**config.mk**
```make
export PLATFORM = sky130hd
export DESIGN_NAME = sram_lsu_requester
export DESIGN_NICKNAME = d
export VERILOG_FILES = /design/src/rtl/sram_lsu_requester.sv
export SDC_FILE = /design/constraint.sdc
export NUM_CORES = 1
export LEC_CHECK = 0
export ABC_AREA = 1
export BUFFER_PORTS_ARGS = -buffer_cell sky130_fd_sc_hd__buf_4
export CAP_MARGIN = 20
export CORE_UTILIZATION = 49
export DETAILED_ROUTE_END_ITERATION = 10
export GPL_ROUTABILITY_DRIVEN = 0
export MAX_ROUTING_LAYER = met4
export PLACE_DENSITY = 0.81
export SETUP_SLACK_MARGIN = 0.15
export SKIP_LAST_GASP = 1
export SLEW_MARGIN = 20
export SYNTH_ARGS = -nofsm -noshare
export SYNTH_HDL_FRONTEND = slang
export SYNTH_SLANG_ARGS = --single-unit
```
**constraint.sdc**
```tcl
create_clock -name i_clk -period 1.7 [get_ports i_clk]
set_clock_uncertainty 0.1 [all_clocks]
set_input_delay 0.17 -clock i_clk [delete_from_list [all_inputs] [get_ports i_clk]]
set_output_delay 0.17 -clock i_clk [all_outputs]
set_load 0.01 [all_outputs]
```
**src/rtl/sram_lsu_requester.sv**
```systemverilog
// Load/store requester: turns LSU byte/half/word accesses into one-shot
// SRAM controller strobes with lane masks, replication, extension and timeout.
module sram_lsu_requester #(
    parameter int unsigned TIMEOUT_CYCLES = 15
) (
    input  logic        i_clk,
    input  logic        i_reset,
    input  logic        i_lsu_ld,
    input  logic        i_lsu_st,
    input  logic [31:0] i_lsu_addr,
    input  logic [2:0]  i_lsu_funct3,
    input  logic [31:0] i_lsu_wdata,
    output logic        o_lsu_ready,
    output logic        o_lsu_done,
    output logic        o_lsu_err,
    output logic [31:0] o_lsu_rdata,
    output logic [17:0] o_ADDR,
    output logic [31:0] o_WDATA,
    output logic [3:0]  o_BMASK,
    output logic        o_WREN,
    output logic        o_RDEN,
    input  logic [31:0] i_RDATA,
    input  logic        i_ACK
);

    typedef enum logic [1:0] {
        S_IDLE = 2'd0,
        S_REQ  = 2'd1,
        S_WAIT = 2'd2,
        S_DONE = 2'd3
    } state_t;

    state_t      r_state;
    state_t      w_next;

    logic [1:0]  r_lane;
    logic [2:0]  r_funct3;
    logic        r_st;
    logic [7:0]  r_cnt;
    logic        r_err;
    logic [31:0] r_rdata;
    logic [17:0] r_ADDR;
    logic [31:0] r_WDATA;
    logic [3:0]  r_BMASK;

    logic        w_req;
    logic        w_illegal;
    logic        w_timeout;
    logic [3:0]  w_bmask;
    logic [31:0] w_wdata;
    logic [7:0]  w_byte;
    logic [15:0] w_half;
    logic [31:0] w_ld_data;

    assign w_req     = i_lsu_ld | i_lsu_st;
    assign w_timeout = (r_cnt == 8'(TIMEOUT_CYCLES - 1));

    always_comb begin
        w_illegal = i_lsu_ld & i_lsu_st;
        case (i_lsu_funct3)
            3'b000: ;
            3'b100: if (i_lsu_st) w_illegal = 1'b1;
            3'b001: if (i_lsu_addr[0]) w_illegal = 1'b1;
            3'b101: if (i_lsu_st || i_lsu_addr[0]) w_illegal = 1'b1;
            3'b010: if (i_lsu_addr[1:0] != 2'b00) w_illegal = 1'b1;
            default: w_illegal = 1'b1;
        endcase
    end

    always_comb begin
        w_bmask = 4'b1111;
        w_wdata = i_lsu_wdata;
        case (i_lsu_funct3[1:0])
            2'b00: begin
                w_bmask = 4'b0001 << i_lsu_addr[1:0];
                w_wdata = {4{i_lsu_wdata[7:0]}};
            end
            2'b01: begin
                w_bmask = 4'b0011 << i_lsu_addr[1:0];
                w_wdata = {2{i_lsu_wdata[15:0]}};
            end
            default: ;
        endcase
    end

    // Lane selection uses the address captured at acceptance
    always_comb begin
        w_byte = i_RDATA[7:0];
        case (r_lane)
            2'd1: w_byte = i_RDATA[15:8];
            2'd2: w_byte = i_RDATA[23:16];
            2'd3: w_byte = i_RDATA[31:24];
            default: ;
        endcase
        w_half = r_lane[1] ? i_RDATA[31:16] : i_RDATA[15:0];
        w_ld_data = i_RDATA;
        case (r_funct3)
            3'b000: w_ld_data = {{24{w_byte[7]}}, w_byte};
            3'b100: w_ld_data = {24'd0, w_byte};
            3'b001: w_ld_data = {{16{w_half[15]}}, w_half};
            3'b101: w_ld_data = {16'd0, w_half};
            default: ;
        endcase
    end

    always_ff @(posedge i_clk) begin
        if (i_reset) r_state <= S_IDLE;
        else         r_state <= w_next;
    end

    always_comb begin
        w_next = r_state;
        case (r_state)
            S_IDLE: if (w_req) w_next = w_illegal ? S_DONE : S_REQ;
            S_REQ:  w_next = S_WAIT;
            S_WAIT: if (i_ACK || w_timeout) w_next = S_DONE;
            S_DONE: w_next = S_IDLE;
            default: w_next = S_IDLE;
        endcase
    end

    always_comb begin
        o_lsu_ready = (r_state == S_IDLE);
        o_lsu_done  = (r_state == S_DONE);
        o_lsu_err   = (r_state == S_DONE) & r_err;
        o_WREN      = (r_state == S_REQ) & r_st;
        o_RDEN      = (r_state == S_REQ) & ~r_st;
    end

    always_ff @(posedge i_clk) begin
        if (i_reset) begin
            r_lane   <= 2'd0;
            r_funct3 <= 3'd0;
            r_st     <= 1'b0;
            r_cnt    <= 8'd0;
            r_err    <= 1'b0;
            r_rdata  <= 32'd0;
            r_ADDR   <= 18'd0;
            r_WDATA  <= 32'd0;
            r_BMASK  <= 4'd0;
        end else begin
            if (r_state == S_IDLE && w_req) begin
                r_err <= w_illegal;
                if (!w_illegal) begin
                    r_lane   <= i_lsu_addr[1:0];
                    r_funct3 <= i_lsu_funct3;
                    r_st     <= i_lsu_st;
                    r_ADDR   <= {i_lsu_addr[18:2], 1'b0};
                    r_WDATA  <= w_wdata;
                    r_BMASK  <= w_bmask;
                end
            end
            if (r_state == S_WAIT) begin
                if (!i_ACK) r_cnt <= r_cnt + 8'd1;
                r_err <= ~i_ACK & w_timeout;
                if (i_ACK && !r_st) r_rdata <= w_ld_data;
            end else begin
                r_cnt <= 8'd0;
            end
            if (r_state == S_DONE) r_err <= 1'b0;
        end
    end

    assign o_lsu_rdata = r_rdata;
    assign o_ADDR      = r_ADDR;
    assign o_WDATA     = r_WDATA;
    assign o_BMASK     = r_BMASK;

endmodule

```
==> impl.org <==
** Yosys
- Net Count, Synth :: 869
- Averaged over all synthesized cells, the footprint is 6.75 um2.
- Portion of synthesized cell area occupied by the leading cell type :: 39.9%
- Cells after synthesis :: 759
- Seq/Total Area, Yosys :: 39.9%
- Number of unique standard cell types used by synthesis :: 27
- Yosys warning total :: 0
- Synthesized area :: 0.00512 mm2
- The synthesized design spends more area on one cell type than any other, namely dfxtp_1.
- In the post-synthesis netlist, the biggest area contributors are dfxtp_1 40%, nand2_1 14%, a21oi_1 9.2%.
- Synthesis inferred 102 register bits.

** Floorplanning
- For this configuration, the core starts out at a cell density of 51.5%.
- Die Ht :: 104 um
- The floorplan has 36 rows.
- Die extent in x :: 104 um
- The floorplan step defined a die boundary enclosing 0.0109 mm2.
- Top Ports :: 195
- The core region is 0.00995 mm2.

** Global routing
- GRT overflow :: 0
- Initial antenna violation count :: 0
- Global routing used 31.0% of the available tracks.
- Largest net degree at the start of global routing :: 57
- Wire length of the first global-routing pass :: 26900 um
- Number of global-route vias before repair :: 5603

** Drt
- Remaining routing DRC violations :: 0
- The detailed router finished its first iteration with 527 violations.
- 1st-pass router iterations :: 5
- Routed Antenna Nets :: 0
- In the routed layout, each cell is associated on average with a via count of 5.66.
- Routed wire length :: 17500 um
- In the final routed layout, each cell accounts on average for 16.1 um.
- Total number of vias :: 6147

** Layout
- At the end of the flow, the number of nets in the layout was 1058.
- Of the cells placed in the final design, the portion with a size suffix greater than 1 is 29.7%.
- Syn-to-layout area delta :: 44.6%
- Antenna diodes :: 0

** Worst setup path
- Maximum net fanout on the critical path :: 11
- In this run the worst setup path terminates at o_lsu_rdata[25].
- STA puts the critical path data arrival time at 1.84 ns.
- WS Path Type :: reg2reg
- Setup slack on the worst reg-to-reg path comes out at 0.03 ns.
- Worst Reg-to-Reg Cells :: 10
- Launching instance or port of the critical path :: r_state[0]
- The startpoint identified for the worst register-to-register timing path is r_state[0].
- STA classifies the critical path endpoint as a flip-flop.
- FF-to-FF End :: o_lsu_rdata[25]
- CP required :: 1.87 ns
- The worst setup path is launched from a flip-flop.

** Hold path
- The tightest min-delay check is of the in2reg type.
- The startpoint identified for the worst hold timing path is i_lsu_addr[11].

** Pwr
- P_leak :: 0.00344 uW
- Power density cells :: 1140 mW/mm2
- Summing internal, switching and leakage power gives 8460 uW.
- IR analysis of the VDD net gives a maximum drop of 624 uV.

** Clocking
- CTS Sinks :: 102
- The clock reaches the later pin of the worst-skew pair after 0.36 ns.
- The H-tree was split into 3 levels.
- TritonCTS built the clock tree.
- Inserted Clock Buffers :: 9
- Root buffer cell :: clkbuf_8
- The clock passes through at most 2 buffers.
- Clock transition at the registers of the reported paths :: 0.11 ns

** Timing
- The smallest clock period supported by the final layout is computed as 1.67 ns.
- Setup violations remaining at the end of the flow were counted as 0.
- Final critical-path setup slack :: 0.0297 ns
- RSZ-0062 raised after global routing :: yes
- Final Hold Violating Endpoints :: 0
- Static timing analysis puts the maximum clock frequency at 599 MHz.
- Post-route fraction of the period consumed by the critical path :: 98.3%
- Final max-slew violation count :: 0

** Run
- Number of max-cap violations :: 0

** Placement
- In this run the tool buffered the top-level ports with 180 buffer cells.
- Post-DP HPWL :: 10900 um
- Setup slack after placement :: -0.00200 ns

** Run status
- The run finished with clean final reports.
==> placed cells by master, fill, tap and decap left out, types with 14 or more instances in the layout <==
| cell | count |
|---|---|
| nand4_1 | 59 |
| nor2_2 | 14 |
| o21ai_0 | 42 |
| buf_4 | 193 |
| nand2_1 | 193 |
| nor2_1 | 51 |
| inv_1 | 46 |
| a21oi_1 | 83 |
| nand3_1 | 46 |
| dfxtp_1 | 99 |
| dlygate4sd3_1 | 21 |
==> timing repair <==
action | in CTS | in global routing
pin swaps | 6 | 60
buffers inserted | 5 | 2
endpoints found under the setup margin | 58 | 101
hold buffers | 21 | 0
resized for setup | 24 | 44
gates cloned | 3 | 5
endpoints found under the hold margin | 25 | 0
==> cell type report <==
class	count	area (um2)
clock buffer	12	155
inverter	58	231
tap	133	166
sequential	102	2050
timing repair inverter	1	6.26
clock inverter	4	30.0
timing repair buffer	233	2070
fill	751	2550
multi-input combinational	543	2700
==> worst max-delay path: stages (launching register included) <==
cell and delay, ns:
dfxtp_4 0.37, inv_4 0.07, ha_4 0.16, nand2_4 0.06, nor2_4 0.09, buf_12 0.15
inv_4 0.08, a21oi_1 0.18, nand3_1 0.14, nand2_1 0.12, inv_1 0.05
==> layer usage <==
layer,GRT usage (%),up-vias,wire length (um)
met1,39.1,2831,6890
met5,-,-,0
li1,-,2890,-
met3,4.70,67,1590
met4,15.2,0,674
met2,48.6,359,8380
==> worst min-delay path by stage <==
| stage | to | slack, ns | cells after the start |
|---|---|---|---|
| floorplan | r_cnt[0] | 0.16 | 1 |
| global placement | r_cnt[0] | 0.29 | 2 |
| detailed placement | r_cnt[0] | 0.29 | 2 |
| CTS | o_ADDR[10] | 0.00004 | 3 |
| global route | o_ADDR[10] | 0.01 | 3 |
| finish | o_ADDR[10] | 0.006 | 3 |
==> logic make-up (layout without fill, tap and decap cells) <==
group / after synthesis / count (layout) / synth area share, %
flops: 102 / 102 / 39.9
compound gates: 149 / 149 / 14.8
simple gates: 387 / 387 / 33.6
other cells: 1 / 1 / 0.0732
buf+inv: 114 / 308 / 10.3
fa+ha+maj: 6 / 6 / 1.47
==> report_power, final <==
group	switching [uW]	leakage [uW]	internal [uW]
Sequential	275	0.000832	2790
Clock	858	0.0000930	621
Combinational	2070	0.00252	1840
==> flip-flops by register name, indices dropped and copies added (netlist names) <==
register and flops:
r_cnt 8, o_WDATA 32, r_st 1, o_lsu_rdata 32, o_BMASK 4, o_ADDR 17, r_err 1, r_funct3 3
r_state 2, r_lane 2
==> stage by stage <==
| stage | hold slack (ns) | area (um2) | std cells | util (%) | setup TNS (ns) |
|---|---|---|---|---|---|
| 2_1_floorplan | 0.157 | 5120 | 759 | - | 0 |
| 3_3_place_gp | 0.292 | 6540 | 1034 | 65.7 | 0 |
| 3_5_place_dp | 0.295 | 6540 | 1034 | 65.7 | -0.00200 |
| 4_1_cts | 0.0000370 | 7120 | 1079 | 71.6 | 0 |
| 5_1_grt | 0.0110 | 7410 | 1086 | 74.4 | -0.0435 |
| 6_report | 0.00574 | 7410 | 1086 | 74.4 | 0 |
==> cell usage after synthesis, drive strengths merged <==
library cell  instances
a21oi                94
a31oi                 4
buf                  42
nand2               197
nand3                48
inv                  58
o21ai                49
dfxtp               102
a22oi                 2
conb                  1
or2                   9
nand4                59
ha                    6
nor2                 71
nor3                  3
clkbuf               14
No activity file was read; power rests on OpenSTA's default activity.
